==> config.mk <==
export PLATFORM = sky130hd
export DESIGN_NAME = modo_sequencer_flat
export DESIGN_NICKNAME = d
export VERILOG_FILES = /design/src/rtl/modo_sequencer_pkg.sv /design/src/rtl/modo_sequencer_if.sv /design/src/rtl/modo_sequencer_rr_arb2.sv /design/src/rtl/modo_sequencer.sv /design/src/flat_wrapper.sv
export SDC_FILE = /design/constraint.sdc
export NUM_CORES = 1
export LEC_CHECK = 0
export CORE_ASPECT_RATIO = 1.5
export CORE_UTILIZATION = 40
export CTS_BUF_LIST = sky130_fd_sc_hd__clkbuf_4 sky130_fd_sc_hd__clkbuf_8
export CTS_CLUSTER_DIAMETER = 50
export DETAILED_ROUTE_END_ITERATION = 7
export PLACE_DENSITY_LB_ADDON = 0.2
export SLEW_MARGIN = 20
export SYNTH_ARGS = -nofsm -noshare
export SYNTH_HDL_FRONTEND = slang
export SYNTH_HIERARCHICAL = 1
export SYNTH_SLANG_ARGS = --single-unit
==> constraint.sdc <==
create_clock -name clk -period 2.1 [get_ports clk]
set_input_delay 0.525 -clock clk [delete_from_list [all_inputs] [get_ports clk]]
set_output_delay 0.525 -clock clk [all_outputs]
set_load 0.01 [all_outputs]
==> src/rtl/modo_sequencer_pkg.sv <==
// Shared definitions for the MODO sequencer slice.
//   W / SW       : counter data width and step-count field width
//   MODO_*       : mode codes understood by the MODO 4-bit counter
//   LOAD_MODE    : the code that makes MODO load its d input
//   state_e      : sequencer FSM states
package modo_sequencer_pkg;

    localparam int W  = 4;
    localparam int SW = 4;

    localparam logic [1:0] MODO_UP   = 2'b00;
    localparam logic [1:0] MODO_DOWN = 2'b01;
    localparam logic [1:0] MODO_HOLD = 2'b10;
    localparam logic [1:0] MODO_LOAD = 2'b11;
    localparam logic [1:0] LOAD_MODE = MODO_LOAD;

    typedef enum logic [1:0] {
        ST_IDLE = 2'd0,
        ST_LOAD = 2'd1,
        ST_RUN  = 2'd2,
        ST_DONE = 2'd3
    } state_e;

endpackage

==> src/rtl/modo_sequencer_if.sv <==
// Client-side handshake bundle for the MODO sequencer.
//   req_x/mode_x/init_x/steps_x : request and job fields from client A/B
//   gnt_x                       : client owns the counter
//   done_x                      : one-cycle pulse, result/wrap valid
//   result/wrap                 : final count and wrap flag of last job
//   busy                        : sequencer is not idle
// master = client side, slave = sequencer side.
interface modo_sequencer_if;
    import modo_sequencer_pkg::*;

    logic          req_a;
    logic [1:0]    mode_a;
    logic [W-1:0]  init_a;
    logic [SW-1:0] steps_a;
    logic          req_b;
    logic [1:0]    mode_b;
    logic [W-1:0]  init_b;
    logic [SW-1:0] steps_b;
    logic          gnt_a;
    logic          gnt_b;
    logic          done_a;
    logic          done_b;
    logic [W-1:0]  result;
    logic          wrap;
    logic          busy;

    modport master (
        output req_a, mode_a, init_a, steps_a,
        output req_b, mode_b, init_b, steps_b,
        input  gnt_a, gnt_b, done_a, done_b, result, wrap, busy
    );

    modport slave (
        input  req_a, mode_a, init_a, steps_a,
        input  req_b, mode_b, init_b, steps_b,
        output gnt_a, gnt_b, done_a, done_b, result, wrap, busy
    );

endinterface

==> src/rtl/modo_sequencer_rr_arb2.sv <==
// Two-way round-robin arbiter.
//   clk, rst  : clock, async active-low reset (pointer returns to A)
//   req_a/b   : current requests
//   advance   : pulse when a job finishes; pointer moves to the other client
//   served_b  : which client the finishing job belonged to
//   pick_b    : 1 when B wins the current arbitration
module modo_sequencer_rr_arb2 (
    input  logic clk,
    input  logic rst,
    input  logic req_a,
    input  logic req_b,
    input  logic advance,
    input  logic served_b,
    output logic pick_b
);

    logic ptr_b;

    always_ff @(posedge clk or negedge rst) begin
        if (!rst) begin
            ptr_b <= 1'b0;
        end else if (advance) begin
            ptr_b <= ~served_b;
        end
    end

    // A lone requester always wins; the pointer only breaks ties.
    assign pick_b = req_b & (~req_a | ptr_b);

endmodule

==> src/rtl/modo_sequencer.sv <==
// Two-client sequencer in front of one MODO 4-bit mode counter.
//   clk, rst          : clock, async active-low reset
//   cif (slave)       : client requests, grants, done pulses, result/wrap, busy
//   cnt_enable/modo/d : drive to the MODO counter
//   cnt_q, cnt_rco    : count and ripple-carry back from MODO
//
// state | meaning
// IDLE  | counter idle, arbitrate and latch winner's job
// LOAD  | one cycle, counter loads init
// RUN   | counter runs latched mode for `steps` edges
// DONE  | one cycle, capture count, pulse done, advance pointer
module modo_sequencer
    import modo_sequencer_pkg::*;
(
    input  logic            clk,
    input  logic            rst,
    modo_sequencer_if.slave cif,
    output logic            cnt_enable,
    output logic [1:0]      cnt_modo,
    output logic [W-1:0]    cnt_d,
    input  logic [W-1:0]    cnt_q,
    input  logic            cnt_rco
);

    state_e        state;
    state_e        state_nxt;
    logic          owner_b;
    logic [1:0]    mode_l;
    logic [W-1:0]  init_l;
    logic [SW-1:0] steps_l;
    logic [SW-1:0] remaining;
    logic          wrap_acc;
    logic [W-1:0]  result_r;
    logic          wrap_r;
    logic          done_a_r;
    logic          done_b_r;
    logic          pick_b;
    logic          any_req;

    assign any_req = cif.req_a | cif.req_b;

    modo_sequencer_rr_arb2 u_arb (
        .clk      (clk),
        .rst      (rst),
        .req_a    (cif.req_a),
        .req_b    (cif.req_b),
        .advance  (state == ST_DONE),
        .served_b (owner_b),
        .pick_b   (pick_b)
    );

    always_ff @(posedge clk or negedge rst) begin
        if (!rst) begin
            state <= ST_IDLE;
        end else begin
            state <= state_nxt;
        end
    end

    always_comb begin
        state_nxt  = state;
        cnt_enable = 1'b0;
        cnt_modo   = 2'b00;
        cnt_d      = '0;
        case (state)
            ST_IDLE: begin
                if (any_req) begin
                    state_nxt = ST_LOAD;
                end
            end
            ST_LOAD: begin
                cnt_enable = 1'b1;
                cnt_modo   = LOAD_MODE;
                cnt_d      = init_l;
                // A load-mode job or a zero-length job has nothing to run.
                if (steps_l == '0 || mode_l == LOAD_MODE) begin
                    state_nxt = ST_DONE;
                end else begin
                    state_nxt = ST_RUN;
                end
            end
            ST_RUN: begin
                cnt_enable = 1'b1;
                cnt_modo   = mode_l;
                cnt_d      = init_l;
                if (remaining == SW'(1)) begin
                    state_nxt = ST_DONE;
                end
            end
            ST_DONE: begin
                state_nxt = ST_IDLE;
            end
            default: begin
                state_nxt = ST_IDLE;
            end
        endcase
    end

    always_ff @(posedge clk or negedge rst) begin
        if (!rst) begin
            owner_b   <= 1'b0;
            mode_l    <= 2'b00;
            init_l    <= '0;
            steps_l   <= '0;
            remaining <= '0;
            wrap_acc  <= 1'b0;
            result_r  <= '0;
            wrap_r    <= 1'b0;
            done_a_r  <= 1'b0;
            done_b_r  <= 1'b0;
        end else begin
            done_a_r <= 1'b0;
            done_b_r <= 1'b0;
            case (state)
                ST_IDLE: begin
                    if (any_req) begin
                        owner_b <= pick_b;
                        mode_l  <= pick_b ? cif.mode_b  : cif.mode_a;
                        init_l  <= pick_b ? cif.init_b  : cif.init_a;
                        steps_l <= pick_b ? cif.steps_b : cif.steps_a;
                    end
                end
                ST_LOAD: begin
                    wrap_acc  <= 1'b0;
                    remaining <= steps_l;
                end
                ST_RUN: begin
                    remaining <= remaining - SW'(1);
                    wrap_acc  <= wrap_acc | cnt_rco;
                end
                ST_DONE: begin
                    result_r <= cnt_q;
                    wrap_r   <= wrap_acc;
                    done_a_r <= ~owner_b;
                    done_b_r <= owner_b;
                end
                default: begin
                end
            endcase
        end
    end

    assign cif.busy   = (state != ST_IDLE);
    assign cif.gnt_a  = (state != ST_IDLE) & ~owner_b;
    assign cif.gnt_b  = (state != ST_IDLE) &  owner_b;
    assign cif.done_a = done_a_r;
    assign cif.done_b = done_b_r;
    assign cif.result = result_r;
    assign cif.wrap   = wrap_r;

endmodule

==> src/flat_wrapper.sv <==
// flat-port wrapper written by rule: the top's interface ports become plain ports
module modo_sequencer_flat import modo_sequencer_pkg::*;
  (clk, rst, cnt_enable, cnt_modo, cnt_d, cnt_q, cnt_rco, cif_req_a, cif_mode_a, cif_init_a, cif_steps_a, cif_req_b, cif_mode_b, cif_init_b, cif_steps_b, cif_gnt_a, cif_gnt_b, cif_done_a, cif_done_b, cif_result, cif_wrap, cif_busy);
  modo_sequencer_if cif_i ();
  input  logic clk;
  input  logic rst;
  output logic cnt_enable;
  output logic [1:0] cnt_modo;
  output logic [W-1:0] cnt_d;
  input  logic [W-1:0] cnt_q;
  input  logic cnt_rco;
  input wire logic [$bits(cif_i.req_a)-1:0] cif_req_a;
  input wire logic [$bits(cif_i.mode_a)-1:0] cif_mode_a;
  input wire logic [$bits(cif_i.init_a)-1:0] cif_init_a;
  input wire logic [$bits(cif_i.steps_a)-1:0] cif_steps_a;
  input wire logic [$bits(cif_i.req_b)-1:0] cif_req_b;
  input wire logic [$bits(cif_i.mode_b)-1:0] cif_mode_b;
  input wire logic [$bits(cif_i.init_b)-1:0] cif_init_b;
  input wire logic [$bits(cif_i.steps_b)-1:0] cif_steps_b;
  output wire logic [$bits(cif_i.gnt_a)-1:0] cif_gnt_a;
  output wire logic [$bits(cif_i.gnt_b)-1:0] cif_gnt_b;
  output wire logic [$bits(cif_i.done_a)-1:0] cif_done_a;
  output wire logic [$bits(cif_i.done_b)-1:0] cif_done_b;
  output wire logic [$bits(cif_i.result)-1:0] cif_result;
  output wire logic [$bits(cif_i.wrap)-1:0] cif_wrap;
  output wire logic [$bits(cif_i.busy)-1:0] cif_busy;
  assign cif_i.req_a = cif_req_a;
  assign cif_i.mode_a = cif_mode_a;
  assign cif_i.init_a = cif_init_a;
  assign cif_i.steps_a = cif_steps_a;
  assign cif_i.req_b = cif_req_b;
  assign cif_i.mode_b = cif_mode_b;
  assign cif_i.init_b = cif_init_b;
  assign cif_i.steps_b = cif_steps_b;
  assign cif_gnt_a = cif_i.gnt_a;
  assign cif_gnt_b = cif_i.gnt_b;
  assign cif_done_a = cif_i.done_a;
  assign cif_done_b = cif_i.done_b;
  assign cif_result = cif_i.result;
  assign cif_wrap = cif_i.wrap;
  assign cif_busy = cif_i.busy;
  modo_sequencer u_core (.clk(clk), .rst(rst), .cif(cif_i), .cnt_enable(cnt_enable), .cnt_modo(cnt_modo), .cnt_d(cnt_d), .cnt_q(cnt_q), .cnt_rco(cnt_rco));
endmodule
==> metrics <==
number of distinct library cells after synthesis 25; Final Cycle Share 0.958; global-route wire length before repair 5010 um; Setup Skew between 0.001 and 0.0015 ns; critical setup path kind reg2out; worst rel slew slack 0.778; Seq/Total Area, Yosys 0.500; top cells by count, synth dfrtp_1 (26), o21ai_0 (14), mux2i_1 (13); synthesized instance count 125; cell with the most instances after synthesis dfrtp_1; Post-synth EDFFs 0; Mapped Avg Cell Area roughly 10 sq um; TritonRoute pass-1 iters 4; Post-Syn Nets between 150 and 200; post-synthesis mux area share 0.152; Finished Core Util 0.610; Comb power frac 0.567; WP data required 1.57 ns; clock-pin transition on the worst setup and hold timing paths ~0.09 ns; crit path DAT around 1.5 ns; Core ar. 3130 sq um; Top Ports 46; GP Congestion ~0.7; Cell Area, Synth 1300 sq um; post-route ant nets 0; crit path time final 2.01 ns; adder-cell share of the synthesized area 0.0577; Initial Util 0.416; total gr overflow 0; Final setup viols 0; Inserted Clock Buffers 3; Hold Buf Count CTS 0; Die W 48.5 um; Clock power frac 0.113; post-synth top area cell dfrtp_1; Clock Path Buffers 2; critical-path cell list buf_4 > ha_1 > a21oi_1 > nor2_1 > dlygate4sd2_1; power per cell area around 1500 nW/um^2; XOR/XNOR share of the synthesized area 0; yosys warns 6; nets between 200 and 250; Power Internal approximately 1.8 mW; Reg power frac 0.320; largest net degree at the start of global routing 27; r2r startpoint u_core/remaining[1]; sw frac 0.375; Finished Layout Cells around 220; ys flop type dfrtp_1; Area Overhead vs Synth 46.9%; fin. max-slew vios 0; Hold Vio Cnt, Final 0; drc violations 0; number of I/O port buffers 45; vias in the first global route about 1200; Crit. Startpoint u_core/state[0]; worst slew pin tran about 0.33 ns; ys async rst share 1.00; CP Capture Type primary output; Critical Path End cnt_modo[1]; H-tree levels 1; Synth area leaders dfrtp_1 (50%), mux2i_1 (10%), ha_1 (5.8%); layout cells sized above 1 0.124; Worst setup SP type register; fmax approximately 500 MHz; largest family of logic cells by synthesized area multiplexers; Yosys reg bits 26; reg-to-reg endpoint u_core/state[0]; post-synth top area share 0.500; n_diodes 0; die area between 3000 and 4000 sq um; R2R cell count 5; RSZ-0062 raised after global routing false; initial antenna violation count 0; # rows 25; Die Y approximately 70 um; leakage power total 0.897 nW; Simple-Gate Fraction of Synth Area 0.124; post-DR wirelength/cell 13.1 um; maxcap violations 0; Synth Area in Compound Gates 0.127; post-DR vias/cell 5.08; Detail Placement HPWL about 2300 um; Overall Global Routing Usage 0.181; Peak VDD IR around 0.68 mV; CTS tree done; drt initial violations 32; switching pwr between 1 and 1.5 mW; Cells after DPL approximately 210; Root Buffer clkbuf_8; crit path max fanout 3; CP peak stage delay 0.39 ns; Sink Count 26; worst-path cell with the longest stage delay dfrtp_1; R2R Setup Slk 0.52 ns; drt total wl approximately 2800 um; HP Class reg2reg; clk_lat worst skew between 0.2 and 0.3 ns; PnR Total Power 2.84 mW; status finished clean; via count between 1000 and 1500
[through the flow]
stage	TNS, ns	instance area [sq um]	hold WS (ns)	setup WS [ns]
final	0	1910	0.493	0.0878
after global routing	0	1910	0.521	0.0127
after CTS	0	1900	0.497	0.00122
after detailed placement	-0.249	1840	0.477	-0.0849
after global placement	0	1840	0.464	0.0422
after floorplan	0	1300	0.229	0.308
[worst max-delay path, delay by kind of cell (launching register included)]
family          cells  cell delay (ns)
compound gates      1             0.13
fa+ha+maj           1             0.22
buf+inv             2             0.42
flops               1             0.39
simple gates        1             0.06
[worst min-delay path by stage]
stage | from | end | slack, ns | cells after the start
CTS | u_core/init_l[0] | u_core/init_l[0] | 0.50 | 2
floorplan | rst | u_core/cif.done_a | 0.23 | 0
detailed placement | u_core/init_l[0] | u_core/init_l[0] | 0.48 | 2
global route | u_core/init_l[0] | u_core/init_l[0] | 0.52 | 2
global placement | u_core/init_l[0] | u_core/init_l[0] | 0.46 | 2
finish | u_core/init_l[0] | u_core/init_l[0] | 0.49 | 2
[registers in the layout, summed over array words and instances, names as in the netlist]
signal and count:
u_core/cif.done_a 1, u_core/cif.done_b 1, u_core/cif.result 4, u_core/cif.wrap 1, u_core/init_l 4, u_core/mode_l 2, u_core/owner_b 1, u_core/remaining 4
u_core/state 2, u_core/steps_l 4, u_core/u_arb/ptr_b 1, u_core/wrap_acc 1
[layer usage]
metal	wire [um]	global-route usage	share of wire
met4	13	0.0392	0.0046
met1	1110	0.191	0.39
met3	138	0.0234	0.049
met2	1580	0.371	0.56
met5	0	0	0
[what timing repair did]
action | CTS | global route
pin swaps | 0 | 0
gates resized for setup | 9 | 4
setup endpoints to repair | 10 | 3
setup buffers | 1 | 0
[layout by cell type, fill, tap and decap left out]
cell type / instances
dlymetal6s2s_1: 2
a211oi_1: 1
dlygate4sd2_1: 6
dfrtp_1: 26
and3_1: 1
mux2_2: 6
clkdlybuf4s15_1: 1
o21ai_1: 1
nand3_1: 1
or3b_4: 1
inv_1: 6
clkbuf_8: 4
nor3_1: 1
a21oi_1: 5
mux2i_1: 13
o22ai_1: 2
buf_4: 9
clkdlybuf4s50_1: 36
nand2b_1: 1
inv_2: 1
a22oi_1: 2
nor2_1: 7
and2_1: 6
o211ai_1: 1
o21ai_0: 13
a221o_1: 2
a21boi_1: 1
nor2b_1: 2
ha_4: 1
nand2_1: 12
ha_1: 5
nor4_1: 1
[final cells by class]
cell class	instances	area, sq um
Inverter	7	26.3
Timing Repair Buffer	54	515
Fill cell	279	1220
Tap cell	40	50.0
Multi-Input combinational cell	86	612
Sequential cell	26	651
Clock buffer	4	55.1
[cells by family after synthesis]
group	count (synthesis)
DFF	26
AOI/OAI and AO/OA	28
buffers and inverters	13
muxes	19
and+or+nand+nor	33
adders and majority gates	6
[power groups by stage]
stage | sequential, mW | clock, mW | combinational [mW]
2_1_floorplan | 0.920 | 0 | 0.891
3_3_place_gp | 0.915 | 0 | 1.56
3_5_place_dp | 0.926 | 0 | 1.64
4_1_cts | 0.910 | 0.329 | 1.64
5_1_grt | 0.952 | 0.344 | 1.79
6_report | 0.910 | 0.320 | 1.61
No activity file was read; power rests on OpenSTA's default activity.
